## src/rtl/prog_sequence_generator.sv

```systemverilog
// prog_sequence_generator: programmable pattern memory replayed as a valid/ready word stream.
// Define SEQGEN_DEFAULT_PATTERN_EN to preload entries 0..7 with a fixed pattern on reset.
module prog_sequence_generator #(
    parameter int DATA_W = 8,
    parameter int DEPTH  = 8,
    localparam int AW    = $clog2(DEPTH),
    localparam int LW    = $clog2(DEPTH + 1)
) (
    input  logic              clk,
    input  logic              reset,
    input  logic              wr_en,
    input  logic [AW-1:0]     wr_addr,
    input  logic [DATA_W-1:0] wr_data,
    input  logic [LW-1:0]     len,
    input  logic              mode,
    input  logic              start,
    input  logic              abort,
    input  logic              out_ready,
    output logic              out_valid,
    output logic [DATA_W-1:0] data,
    output logic [AW-1:0]     index,
    output logic              busy,
    output logic              done,
    output logic              wrap
);

    typedef enum logic {
        ST_IDLE = 1'b0,
        ST_RUN  = 1'b1
    } state_t;

    state_t              state_q, state_d;
    logic [AW-1:0]       index_q, index_d;
    logic [DATA_W-1:0]   data_q,  data_d;
    logic [LW-1:0]       len_q,   len_d;
    logic                mode_q,  mode_d;
    logic                done_q,  done_d;
    logic                wrap_q,  wrap_d;
    logic [DATA_W-1:0]   mem_q [DEPTH];

    logic [LW-1:0]       eff_len;
    logic [AW-1:0]       next_index;
    logic                last_entry;

`ifdef SEQGEN_DEFAULT_PATTERN_EN
    function automatic logic [DATA_W-1:0] default_word(input int idx);
        logic [7:0] byte_val;
        case (idx)
            0:       byte_val = 8'hAF;
            1:       byte_val = 8'hBC;
            2:       byte_val = 8'hE2;
            3:       byte_val = 8'h78;
            4:       byte_val = 8'hFF;
            5:       byte_val = 8'hE2;
            6:       byte_val = 8'h0B;
            7:       byte_val = 8'h8D;
            default: byte_val = 8'h00;
        endcase
        return DATA_W'(byte_val);
    endfunction
`endif

    assign eff_len    = (len > LW'(DEPTH)) ? LW'(DEPTH) : len;
    assign next_index = index_q + AW'(1);
    assign last_entry = (LW'(index_q) == (len_q - LW'(1)));

    // NOTE: every variable gets a default before any branch, so no path leaves one unassigned (no latch).
    always_comb begin
        state_d = state_q;
        index_d = index_q;
        data_d  = data_q;
        len_d   = len_q;
        mode_d  = mode_q;
        done_d  = 1'b0;
        wrap_d  = 1'b0;

        if (abort) begin
            state_d = ST_IDLE;
            index_d = '0;
        end else begin
            unique case (state_q)
                ST_IDLE: begin
                    if (start && (len != '0)) begin
                        state_d = ST_RUN;
                        len_d   = eff_len;
                        mode_d  = mode;
                        index_d = '0;
                        data_d  = mem_q[0];
                    end
                end
                ST_RUN: begin
                    if (out_ready) begin
                        if (!last_entry) begin
                            index_d = next_index;
                            data_d  = mem_q[next_index];
                        end else if (mode_q) begin
                            state_d = ST_IDLE;
                            done_d  = 1'b1;
                        end else begin
                            index_d = '0;
                            data_d  = mem_q[0];
                            wrap_d  = 1'b1;
                        end
                    end
                end
                default: state_d = ST_IDLE;
            endcase
        end
    end

    // NOTE: sequential state uses non-blocking assignments so all registers update together on the edge.
    always_ff @(posedge clk) begin
        if (reset) begin
            state_q <= ST_IDLE;
            index_q <= '0;
            data_q  <= '0;
            len_q   <= '0;
            mode_q  <= 1'b0;
            done_q  <= 1'b0;
            wrap_q  <= 1'b0;
        end else begin
            state_q <= state_d;
            index_q <= index_d;
            data_q  <= data_d;
            len_q   <= len_d;
            mode_q  <= mode_d;
            done_q  <= done_d;
            wrap_q  <= wrap_d;
        end
    end

    // NOTE: the pattern memory is reset deliberately so it can come up preloaded; it lives in flops.
    always_ff @(posedge clk) begin
        if (reset) begin
            for (int i = 0; i < DEPTH; i++) begin
`ifdef SEQGEN_DEFAULT_PATTERN_EN
                mem_q[i] <= default_word(i);
`else
                mem_q[i] <= '0;
`endif
            end
        end else if (wr_en) begin
            mem_q[wr_addr] <= wr_data;
        end
    end

    assign out_valid = (state_q == ST_RUN);
    assign busy      = (state_q == ST_RUN);
    assign data      = data_q;
    assign index     = index_q;
    assign done      = done_q;
    assign wrap      = wrap_q;

endmodule

```

## config.mk

```make
export PLATFORM = sky130hd
export DESIGN_NAME = prog_sequence_generator
export DESIGN_NICKNAME = d
export VERILOG_FILES = /design/src/rtl/prog_sequence_generator.sv
export SDC_FILE = /design/constraint.sdc
export NUM_CORES = 1
export LEC_CHECK = 0
export BUFFER_PORTS_ARGS = -buffer_cell sky130_fd_sc_hd__buf_4
export CAP_MARGIN = 20
export CORE_UTILIZATION = 57
export DETAILED_ROUTE_END_ITERATION = 10
export PLACE_DENSITY = 0.82
export SETUP_SLACK_MARGIN = 0.1
export SYNTH_ARGS = -nofsm -noshare
export SYNTH_HDL_FRONTEND = slang
export SYNTH_SLANG_ARGS = --single-unit
```

## constraint.sdc

```tcl
create_clock -name clk -period 2.26 [get_ports clk]
set_input_delay 0.113 -clock clk [delete_from_list [all_inputs] [get_ports clk]]
set_output_delay 0.113 -clock clk [all_outputs]
set_load 0.02 [all_outputs]
```

==> out/results.ini <==
[floorplan]
dieWidth_um=84.1
core_area_sq_mm=0.00642
die_h_um=84.1
ioPinCount=37
start_util_pct=59.8
row_count=29
dieArea_sq_mm=0.00707

[routing]
drt-initial-drc-count=324
routed_wl_mm=8.66
routed-via-count=2609
firstDrtPassIters=8
avgViaCountPerCell=6.07
wl_per_cell_um=20.1
drc=8
antenna_left=0

[global_route]
grt_pass1_wl_mm=13.5
grt_pass1_vias=2522
antenna_found_initial=0
grt_usage_pct=26.4
grt_max_degree=20
overflow=0

[synth]
synth_most_common_cell=and2_1
ys_top_cells_by_area=edfxtp_1 (50%), and2_1 (11%), dfxtp_1 (9.9%), mux4_2 (4.7%), mux2i_1 (3.1%)
syn_inst=293
ys_seq_elements=83
synth_edf_count=64
synth_cell_types=42
synth_common_cells=and2_1 (65), edfxtp_1 (64), nand2_1 (23), dfxtp_1 (19), nor2_1 (14)
async_flop_share_pct=0
yosysTopAreaCell=edfxtp_1
yosysSeqAreaShare_pct=60.0
yosys_most_used_dff=edfxtp_1
synth_nets=317
synth_top_area_share_pct=50.1
synth_area_per_cell_sq_um=13.1
synth_area_sq_mm=0.00384
ys_warn_count=0

[setup_path]
startpoint_type=register
crit_arrival_ns=2.28
critPathBufInv=1
worstPathRequired_ns=2.50
slowest_stage=dfxtp_1
ff2ff_setup_slack_ns=0.22
endpoint_kind=register
reg2reg_depth=6
worstPathMaxFanout=19
critical-path-top-delay-family=compound AO/OA/AOI/OAI gates
path_class=reg2reg
crit_path_max_incr_delay_ns=0.35
reg2reg_to=data[2]$_SDFFE_PP0P_
worstReg2RegStart=index[0]$_SDFFE_PP0P_
crit_chain=ha_2 > xor2_2 > buf_4 > mux4_2 > o211a_1 > a221o_2

[placement]
gp_congestion=0.939
place.detailed.hpwl_mm=6.21
io_buffers=36
pre_cts_ws_ns=0.0844
postPlaceCellArea_sq_mm=0.00427
dpl.cell_count=412

[worst_hold_path]
min_to=len_q[3]$_SDFFE_PP0P_
min_from=len[3]
hp-class=in2reg
whs_path_depth=3

[layout]
layout-drive-gt1-share_pct=28.0
fin_nets=372
final_area_sq_mm=0.00451
fin_cells=430
diodes=0
syn_to_final_growth_pct=17.6

[timing]
holdWs_ns=0.0483
hold_viol=0
worst_slack_ns=0.222
post-route-period-util_pct=90.2
rsz0062_at_grt=no
max_freq_mhz=491
worst_slew_pin_slew_ns=0.527
finClkSkew_ns=0.0106
finalSetupTns_ns=0
slew_headroom_pct=64.7
period_needed_ns=2.04
setup_violations=0
maxSlewViolCount=0

[outcome]
status=finished, violations left
violations=design-rule violations

[job]
maxCapViolations=0

[power_and_ir_drop]
intPower_uw=2350
power.switching_uw=717
power.leakage_uw=0.00173
pwr-share-comb_pct=7.6
p_per_area_mw_per_mm2=679
power_frac_seq_pct=57.9
clkPwrFrac_pct=34.5
p_sw_share_pct=23.4
peakVddDrop_mv=0.438

[clock_network]
root_buffer=clkbuf_8
worstSkewPairLatency_ns=0.35
cts_buffers=9
clkTransAtPathRegs_ns=0.08
cts_tree=yes
htree_num_levels=3
cts_num_sinks=83
clockBufferDepth=2

==> worst register-to-register path: stages, from the launching register on <==
cell and delay [ns]:
dfxtp_1 0.35, ha_2 0.25, xor2_2 0.18, buf_4 0.29, mux4_2 0.36, o211a_1 0.22, a221o_2 0.29
==> placed cells by master (no fill, tap or decap), types with 2 or more instances in the layout <==
cell type,synthesis,final
a21oi_1,5,4
a221o_1,2,2
a221o_2,6,6
a32oi_1,7,7
and2_1,65,65
buf_4,3,51
clkbuf_8,0,9
clkinv_4,0,2
clkinvlp_4,0,2
dfxtp_1,19,19
edfxtp_1,64,64
inv_1,5,5
mux2i_1,12,12
mux4_2,8,8
nand2_1,23,23
nand2b_1,2,2
nand3_1,4,4
nand3b_1,2,2
nor2_1,14,14
nor2b_1,4,4
nor3_1,3,3
o211a_1,7,7
o21ai_0,3,3
or2_2,9,9
xnor2_1,3,3
==> worst max-delay path by stage <==
stage / from / to / slack [ns] / cells after the start
floorplan: index[0]$_SDFFE_PP0P_ / data[3]$_SDFFE_PP0P_ / 0.12 / 6
global placement: index[0]$_SDFFE_PP0P_ / data[1]$_SDFFE_PP0P_ / 0.15 / 4
detailed placement: index[1]$_SDFFE_PP0P_ / data[2]$_SDFFE_PP0P_ / 0.08 / 4
CTS: len_q[0]$_SDFFE_PP0P_ / data[6]$_SDFFE_PP0P_ / 0.15 / 7
global route: len_q[0]$_SDFFE_PP0P_ / data[4]$_SDFFE_PP0P_ / 0.13 / 7
finish: index[0]$_SDFFE_PP0P_ / data[2]$_SDFFE_PP0P_ / 0.22 / 6
==> layer usage <==
metal  up-vias  wire length [um]  part of all wire (%)  GRT usage, %
li1       1187                 -                     -             -
met1      1269              3470                    40          35.3
met2       139              4320                    50          44.0
met3        14               715                   8.3          4.55
met4         0               156                   1.8          9.09
met5         -                 0                     0             0
==> power by group through the flow <==
stage                     Clock, uW  Sequential, uW  Combinational [uW]
after floorplan                   0            1790                 115
after global placement            0            1800                 219
after detailed placement          0            1810                 225
after CTS                      1070            1770                 228
after global routing           1130            1780                 249
final                          1060            1770                 232
==> through the flow <==
stage               utilization, %  total power [uW]
finish                        70.3              3060
global route                  70.3              3160
CTS                           69.8              3070
global placement              66.5              2020
floorplan                        -              1910
detailed placement            66.5              2030
==> cell type report <==
class                   count  area (sq um)
fillers                   456          1910
well taps                  77          96.3
inverters                   5          18.8
clock inverters             7          76.3
clock buffers               9           124
multi-input cells         196          1480
repair buffers             53           413
flip-flops and latches     83          2300
==> cells by family after synthesis <==
kind of cell / Yosys count / synth area share [%]
simple gates: 133 / 19.5
xor+xnor: 5 / 1.53
compound gates: 36 / 8.57
mux: 20 / 7.82
buf+inv: 14 / 1.92
flops: 83 / 60.0
fa+ha+maj: 2 / 0.652
==> state kept, by name, summed over array words and instances, names as in the netlist <==
signal  cells
wrap        1
done        1
mem_q      64
mode_q      1
index       3
len_q       4
data        8
busy        1
==> timing repair <==
item / 4_1_cts / 5_1_grt
setup endpoints to repair: 5 / 11
pin swaps: 0 / 1
hold buffers: 1 / 0
buffers inserted: 0 / 1
gates resized for setup: 1 / 2
endpoints found under the hold margin: 1 / 0
Note: power is estimated with default switching activity, not from simulation.
